<file path="config.mk">
export PLATFORM = sky130hd
export DESIGN_NAME = seq_alu
export DESIGN_NICKNAME = d
export VERILOG_FILES = /design/src/rtl/seq_alu_pkg.sv /design/src/rtl/seq_alu_iter.sv /design/src/rtl/seq_alu.sv
export SDC_FILE = /design/constraint.sdc
export NUM_CORES = 1
export LEC_CHECK = 0
export CAP_MARGIN = 20
export CORE_ASPECT_RATIO = 0.8
export CORE_MARGIN = 2
export CORE_UTILIZATION = 40
export DETAILED_ROUTE_END_ITERATION = 8
export PLACE_DENSITY = 0.54
export SYNTH_ARGS = -nofsm -noshare
export SYNTH_HDL_FRONTEND = slang
export SYNTH_HIERARCHICAL = 1
export SYNTH_SLANG_ARGS = --single-unit
export TNS_END_PERCENT = 20
</file>
<file path="constraint.sdc">
create_clock -name clk_i -period 7 [get_ports clk_i]
set_input_delay 1.05 -clock clk_i [delete_from_list [all_inputs] [get_ports clk_i]]
set_output_delay 1.05 -clock clk_i [all_outputs]
set_load 0.1 [all_outputs]
</file>
<file path="src/rtl/seq_alu_pkg.sv">
// Purpose: opcodes, FSM encoding and opcode helpers shared by seq_alu and the ALU control decoder.
// Latency: n/a (declarations only).
// Backpressure: n/a.
package seq_alu_pkg;

  // 4-bit ALU operation codes
  localparam logic [3:0] ALU_AND  = 4'b0000;
  localparam logic [3:0] ALU_OR   = 4'b0001;
  localparam logic [3:0] ALU_ADD  = 4'b0010;
  localparam logic [3:0] ALU_SLL  = 4'b0011;
  localparam logic [3:0] ALU_LUI  = 4'b0100;
  localparam logic [3:0] ALU_MUL  = 4'b0101;
  localparam logic [3:0] ALU_SUB  = 4'b0110;  // also BEQ
  localparam logic [3:0] ALU_SLT  = 4'b0111;
  localparam logic [3:0] ALU_SRL  = 4'b1000;
  localparam logic [3:0] ALU_SRA  = 4'b1001;
  localparam logic [3:0] ALU_DIVU = 4'b1010;
  localparam logic [3:0] ALU_REMU = 4'b1011;
  localparam logic [3:0] ALU_XOR  = 4'b1100;
  localparam logic [3:0] ALU_NOR  = 4'b1101;
  localparam logic [3:0] ALU_BNE  = 4'b1110;  // SUB with inverted zero flag
  localparam logic [3:0] ALU_SLTU = 4'b1111;

  // FSM state encoding
  localparam logic [1:0] ST_IDLE = 2'b00;
  localparam logic [1:0] ST_ITER = 2'b01;
  localparam logic [1:0] ST_FIN  = 2'b10;

  // Operations that run through the one-bit-per-clock datapath
  function automatic logic is_iterative(input logic [3:0] ctrl);
    return (ctrl == ALU_MUL) || (ctrl == ALU_DIVU) || (ctrl == ALU_REMU);
  endfunction

endpackage

</file>
<file path="src/rtl/seq_alu_iter.sv">
// Purpose: shift-add multiplier / restoring unsigned divider, one bit per enabled clock.
// Latency: WIDTH enabled steps after load; final values visible on the *_nxt outputs during the last step.
// Backpressure: none; stepping is fully controlled by step_i from the owning FSM.
// Ports: load_i/mode_div_i/op_a_i/op_b_i latch a new operation; step_i advances one bit;
//        acc_nxt_o = product (MUL) or remainder (DIV), quo_nxt_o = quotient, both as they
//        will be after the current step.
module seq_alu_iter #(
  parameter int WIDTH = 32
) (
  input  logic             clk_i,
  input  logic             rst_i,
  input  logic             load_i,
  input  logic             mode_div_i,
  input  logic [WIDTH-1:0] op_a_i,
  input  logic [WIDTH-1:0] op_b_i,
  input  logic             step_i,
  output logic [WIDTH-1:0] acc_nxt_o,
  output logic [WIDTH-1:0] quo_nxt_o
);

  // acc_q: running product or partial remainder
  // sh_q : multiplicand (shifts left) or dividend/quotient (shifts left, quotient bits enter at LSB)
  // opb_q: multiplier (shifts right) or divisor (constant)
  logic             mode_div_q;
  logic [WIDTH-1:0] acc_q, sh_q, opb_q;
  logic [WIDTH-1:0] acc_d, sh_d, opb_d;
  logic [WIDTH:0]   rem_sh, rem_diff;
  logic             rem_ge;

  // Restoring step: bring the next dividend bit into the remainder, subtract the divisor,
  // keep the difference only if it did not borrow. A zero divisor never borrows, which
  // naturally yields an all-ones quotient and the dividend as remainder.
  assign rem_sh   = {acc_q, sh_q[WIDTH-1]};
  assign rem_diff = rem_sh - {1'b0, opb_q};
  assign rem_ge   = ~rem_diff[WIDTH];

  always_comb begin
    acc_d = acc_q;
    sh_d  = sh_q;
    opb_d = opb_q;
    if (mode_div_q) begin
      acc_d = rem_ge ? rem_diff[WIDTH-1:0] : rem_sh[WIDTH-1:0];
      sh_d  = {sh_q[WIDTH-2:0], rem_ge};
    end else begin
      acc_d = acc_q + (opb_q[0] ? sh_q : '0);
      sh_d  = {sh_q[WIDTH-2:0], 1'b0};
      opb_d = {1'b0, opb_q[WIDTH-1:1]};
    end
  end

  assign acc_nxt_o = acc_d;
  assign quo_nxt_o = sh_d;

  always_ff @(posedge clk_i or negedge rst_i) begin
    if (!rst_i) begin
      mode_div_q <= 1'b0;
      acc_q      <= '0;
      sh_q       <= '0;
      opb_q      <= '0;
    end else if (load_i) begin
      mode_div_q <= mode_div_i;
      acc_q      <= '0;
      sh_q       <= op_a_i;
      opb_q      <= op_b_i;
    end else if (step_i) begin
      acc_q <= acc_d;
      sh_q  <= sh_d;
      opb_q <= opb_d;
    end
  end

endmodule

</file>
<file path="src/rtl/seq_alu.sv">
// Purpose: registered multi-cycle ALU with start/busy/done handshake (WIDTH even, >= 8).
// Latency: single-cycle ops done 1 clock after start; MUL/DIVU/REMU done WIDTH+1 clocks after start.
// Backpressure: start_i is ignored (not queued) while busy_o=1; no output stall.
// Ports: clk_i/rst_i clock and async active-low reset; start_i/ctrl_i/src1_i/src2_i request;
//        busy_o iteration in progress; done_o one-cycle valid pulse for result_o/zero_o/overflow_o,
//        which hold their values until the next done_o.
module seq_alu
  import seq_alu_pkg::*;
#(
  parameter int WIDTH = 32,
  parameter int SHW   = $clog2(WIDTH)
) (
  input  logic             clk_i,
  input  logic             rst_i,
  input  logic             start_i,
  input  logic [3:0]       ctrl_i,
  input  logic [WIDTH-1:0] src1_i,
  input  logic [WIDTH-1:0] src2_i,
  output logic             busy_o,
  output logic             done_o,
  output logic [WIDTH-1:0] result_o,
  output logic             zero_o,
  output logic             overflow_o
);

  localparam logic [SHW-1:0] CNT_LAST = SHW'(WIDTH - 1);

  logic [1:0]       state_q;
  logic [SHW-1:0]   cnt_q;
  logic [3:0]       op_q;
  logic             done_q, zero_q, ovf_q;
  logic [WIDTH-1:0] result_q;

  logic [SHW-1:0]   shamt;
  logic [WIDTH-1:0] sum, dif;
  logic [WIDTH-1:0] alu_res;
  logic             alu_zero, alu_ovf;
  logic             accept, accept_iter;
  logic [WIDTH-1:0] acc_nxt, quo_nxt, iter_res;

  // ---------------- single-cycle datapath ----------------
  assign shamt = src1_i[SHW-1:0];
  assign sum   = src1_i + src2_i;
  assign dif   = src1_i - src2_i;

  always_comb begin
    alu_res = '0;
    alu_ovf = 1'b0;
    case (ctrl_i)
      ALU_AND:  alu_res = src1_i & src2_i;
      ALU_OR:   alu_res = src1_i | src2_i;
      ALU_ADD: begin
        alu_res = sum;
        alu_ovf = (src1_i[WIDTH-1] == src2_i[WIDTH-1]) && (sum[WIDTH-1] != src1_i[WIDTH-1]);
      end
      ALU_SLL:  alu_res = src2_i << shamt;
      ALU_LUI:  alu_res = {src2_i[WIDTH/2-1:0], {(WIDTH/2){1'b0}}};
      ALU_SUB, ALU_BNE: begin
        alu_res = dif;
        alu_ovf = (src1_i[WIDTH-1] != src2_i[WIDTH-1]) && (dif[WIDTH-1] != src1_i[WIDTH-1]);
      end
      ALU_SLT:  alu_res = {{(WIDTH-1){1'b0}}, $signed(src1_i) < $signed(src2_i)};
      ALU_SRL:  alu_res = src2_i >> shamt;
      ALU_SRA:  alu_res = $unsigned($signed(src2_i) >>> shamt);
      ALU_XOR:  alu_res = src1_i ^ src2_i;
      ALU_NOR:  alu_res = ~(src1_i | src2_i);
      ALU_SLTU: alu_res = {{(WIDTH-1){1'b0}}, src1_i < src2_i};
      default:  alu_res = '0;  // iterative codes are handled by seq_alu_iter
    endcase
    // BNE reports "not equal" on the zero flag
    alu_zero = (alu_res == '0) ^ (ctrl_i == ALU_BNE);
  end

  // ---------------- iterative datapath ----------------
  // FIN behaves like IDLE for new requests since busy_o is already low there.
  assign accept      = start_i && (state_q != ST_ITER);
  assign accept_iter = accept && is_iterative(ctrl_i);

  seq_alu_iter #(.WIDTH(WIDTH)) u_iter (
    .clk_i      (clk_i),
    .rst_i      (rst_i),
    .load_i     (accept_iter),
    .mode_div_i (ctrl_i != ALU_MUL),
    .op_a_i     (src1_i),
    .op_b_i     (src2_i),
    .step_i     (state_q == ST_ITER),
    .acc_nxt_o  (acc_nxt),
    .quo_nxt_o  (quo_nxt)
  );

  // The last step's outcome is captured directly from the next-value outputs so the
  // result is already registered when FIN presents done_o.
  assign iter_res = (op_q == ALU_DIVU) ? quo_nxt : acc_nxt;

  // ---------------- control FSM ----------------
  always_ff @(posedge clk_i or negedge rst_i) begin
    if (!rst_i) begin
      state_q  <= ST_IDLE;
      cnt_q    <= '0;
      op_q     <= ALU_AND;
      done_q   <= 1'b0;
      result_q <= '0;
      zero_q   <= 1'b0;
      ovf_q    <= 1'b0;
    end else begin
      done_q <= 1'b0;
      if (state_q == ST_ITER) begin
        cnt_q <= cnt_q + SHW'(1);
        if (cnt_q == CNT_LAST) begin
          state_q  <= ST_FIN;
          done_q   <= 1'b1;
          result_q <= iter_res;
          zero_q   <= (iter_res == '0);
          ovf_q    <= 1'b0;
        end
      end else begin
        state_q <= ST_IDLE;
        if (accept_iter) begin
          state_q <= ST_ITER;
          cnt_q   <= '0;
          op_q    <= ctrl_i;
        end else if (accept) begin
          done_q   <= 1'b1;
          result_q <= alu_res;
          zero_q   <= alu_zero;
          ovf_q    <= alu_ovf;
        end
      end
    end
  end

  assign busy_o     = (state_q == ST_ITER);
  assign done_o     = done_q;
  assign result_o   = result_q;
  assign zero_o     = zero_q;
  assign overflow_o = ovf_q;

endmodule

</file>
==> flow_summary.toml <==
[run_status]
outcome = "completed"

[sta]
setup_viol = 0
period_minus_slack_ns = 6.31
tns_ns = 0
tightestPinTransition_ns = 1.17
fmax_ghz = 0.159
rsz0062_at_grt = "no"
finalWorstSetupSlack_ns = 0.693
hold_slack_ns = 0.480
finalCritPeriodShare_pct = 90.1
hold_viol_final = 0
drv_slew = 0
slew_headroom_pct = 19.6
finalClockSkew_ns = 0.0116

[floorplanning]
initial_core_util_pct = 40.4
rows = 78
die_w_um = 271
die_h_um = 218
design.die.area_um2 = 59100
io_pins = 107
core_um2 = 56600

[power]
power.share.clock_pct = 8.7
p_leak_nw = 10.7
pwr-share-comb_pct = 75.4
p_total_mw = 10.3
irDropWorstVdd_mv = 0.447
switching_share_pct = 57.9
p_seq_share_pct = 15.9
internal_power_mw = 4.36
p_switching_mw = 5.99
power_density_nw_per_um2 = 409

[clocking]
htree_levels = 4
cts_hold_buf = 0
cts_tree = "built"
root_buffer = "clkbuf_16"
clkTransAtPathRegs_ns = 0.07
cts_buffer_depth = 2
cts_setup_buffers = 0
cts.sinks = 143
clock_latency_ns = 0.45
cts_resized = 0
numCtsBuffers = 17

[logic_synthesis]
synth-seq-cells = 143
synth_edf_count = 0
ys_top_cells_by_area = "dfrtp_1, ha_1, mux2i_1"
synth_top_area_share_pct = 15.7
yosysUniqueCellTypes = 103
ys.warnings.count = 6
synth_compound_area_share_pct = 27.9
ys_seq_area_share_pct = 15.7
synthSimpleGateAreaFrac_pct = 20.1
ys.flop_type = "dfrtp_1"
syn_area_per_cell_um2 = 7.46
synth.largest_area_cell = "dfrtp_1"
synth_top_family_by_area = "compound AO/OA/AOI/OAI gates"
synth_fa_ha_area_share_pct = 9.87
synth-xor-area-share_pct = 3.02
syn-num-nets = 3313
synthCells = 3064
synthMuxAreaShare_pct = 15.2
syn_area_um2 = 22900
async_flop_share_pct = 100

[grt]
antenna_found_initial = 9
grt_pass1_wl_mm = 175
grt_pass1_vias = 23900
grt_max_degree = 79
grt_overflow = 0
globalRouteTotalUtil_pct = 40.6

[cells_and_area]
drive_above_1_share_pct = 9.89
final_cell_area_um2 = 25300
most-common-layout-cells = "nand2_1, o21ai_0, nor2_1, mux2i_1, a21oi_1"
final_common_cell = "nand2_1"
nets = 3301
syn2layout_area_growth_pct = 10.7

[critical_path]
worstPathMaxFanout = 6
slowest_delay_ns = 0.90
path_buf_inv = 2
cp.required_ns = 7.33
cp_common_cell = "o21ai_0"
path_class = "in2reg"
end_kind = "flop"
crit_family = "compound AO/OA/AOI/OAI gates"
arrival_ns = 6.64
cpMaxStageDelayCell = "clkdlybuf4s50_1"
worstSetupStartpointType = "input port"
path_cells = "clkdlybuf4s50_1 > ha_1 > inv_1 > fa_1 > nand2b_1 > a221oi_2 > a22o_1 > o21ai_0 > o21bai_1 > a221oi_1 > o21ai_0 > a2111o_1 > nor4_1 > nand4b_1 > nor4_2 > xnor2_1 > o211ai_2"

[routing]
met3_wirelength_mm = 15.9
drtAntennaViolNets = 0
drt-wirelength-per-cell_um = 32.1
m1WireLength_mm = 55.1
routed_wl_mm = 123
drt_iter0_drc = 3923
maxUsedRoutingLayer = "met5"
dr.pass1.iters = 6
drc = 0
drt-vias-per-instance = 6.79
met2_length_mm = 47.9
vias = 26000

[placed_design]
place_area_um2 = 24700
io_buffer_count = 106
dp_hpwl_mm = 97.9
gp_congestion = 1.06
dp_slack_ns = 0.519

[job]
max_cap_viol_count = 0

[hold_path]
hold_class = "reg2reg"
## worst paths after layout
kind / end / depth (start not counted) / start / slack, ns
worst max-delay path: zero_o$_DFFE_PN0P_ / 17 / src2_i[0] / 0.69
worst min-delay path: result_o[14]$_DFFE_PN0P_ / 2 / result_o[14]$_DFFE_PN0P_ / 0.48
worst max register to register: zero_o$_DFFE_PN0P_ / 19 / u_iter/sh_q[31]$_DFFE_PN0P_ / 1.31
worst min register to register: result_o[14]$_DFFE_PN0P_ / 2 / result_o[14]$_DFFE_PN0P_ / 0.48
max in group asynchronous: u_iter/acc_q[3]$_DFFE_PN0P_ / 2 / rst_i / 4.90
min in group asynchronous: cnt_q[3]$_DFFE_PN0P_ / 1 / rst_i / 0.63
## logic make-up (layout without fill, tap and decap cells)
kind of cell	after synthesis	count (layout)
AOI/OAI and AO/OA	968	968
xor gates and xnor gates	78	78
DFF	143	143
adders and majority gates	178	178
and+or+nand+nor	972	972
other	0	4
buffers and inverters	435	436
muxes	290	290
## power by group through the flow
stage               sequential [mW]  clock, mW  combinational, mW
detailed placement             1.64          0               7.57
CTS                            1.63      0.902               7.61
global route                   1.69      0.943               8.36
floorplan                      2.14          0               4.82
global placement               1.63          0               7.50
finish                         1.65      0.896               7.81
## through the flow
step / std cells / util (%)
2_1_floorplan: 3064 / -
3_3_place_gp: 3793 / 43.7
3_5_place_dp: 3793 / 43.7
4_1_cts: 3825 / 44.7
5_1_grt: 3826 / 44.7
6_report: 3829 / 44.7
## tightest hold or removal path, cell delays in order, from the launching register on
cell	delay, ns
dfrtp_1	0.34
nand2_1	0.05
o21ai_0	0.06
## cell usage after synthesis, types with 13 or more instances
master and instances:
mux2_2 37, dfrtp_1 143, a211o_1 15, ha_1 174
a221oi_1 18, nor2_1 239, o21a_1 19, a21o_1 45
nand2_1 356, o32ai_1 13, o221ai_1 19, o21bai_1 20
nor2b_1 40, and3_1 14, buf_4 34, mux2i_1 205
a31oi_1 31, o31ai_1 19, nor3_1 44, mux4_2 38
buf_2 46, or2_2 13, or4_1 14, clkbuf_1 161
a221o_1 14, nor3b_1 14, xor2_1 28, xnor2_1 49
nor4_1 21, inv_1 166, a21oi_1 199, o22ai_1 42
a211oi_1 53, o21ai_0 268, nand3_1 60, nand4_1 34
buf_1 17, nand2b_1 31, or3_1 14, and2_1 43
o211ai_1 35
## layer usage
layer,global-route usage (%),up-vias
met5,0.822,-
met4,11.7,8
met3,13.5,245
met2,55.3,1799
met1,59.6,12700
li1,-,11200
## sequential cells by signal (all words and copies together), names as in the netlist
name	cells
result_o	32
u_iter/acc_q	32
u_iter/opb_q	32
u_iter/sh_q	32
cnt_q	5
op_q	4
state_q	2
done_o	1
overflow_o	1
u_iter/mode_div_q	1
zero_o	1
## cell type report
| type | instances | area (um2) |
|---|---|---|
| fill | 5833 | 31300 |
| multi-input combinational | 2486 | 17500 |
| sequential | 143 | 3580 |
| timing repair buffer | 236 | 2100 |
| tap | 760 | 951 |
| inverter | 168 | 636 |
| clock buffer | 18 | 429 |
| clock inverter | 14 | 123 |
| antenna | 4 | 10.0 |
No activity file was read; power rests on OpenSTA's default activity.
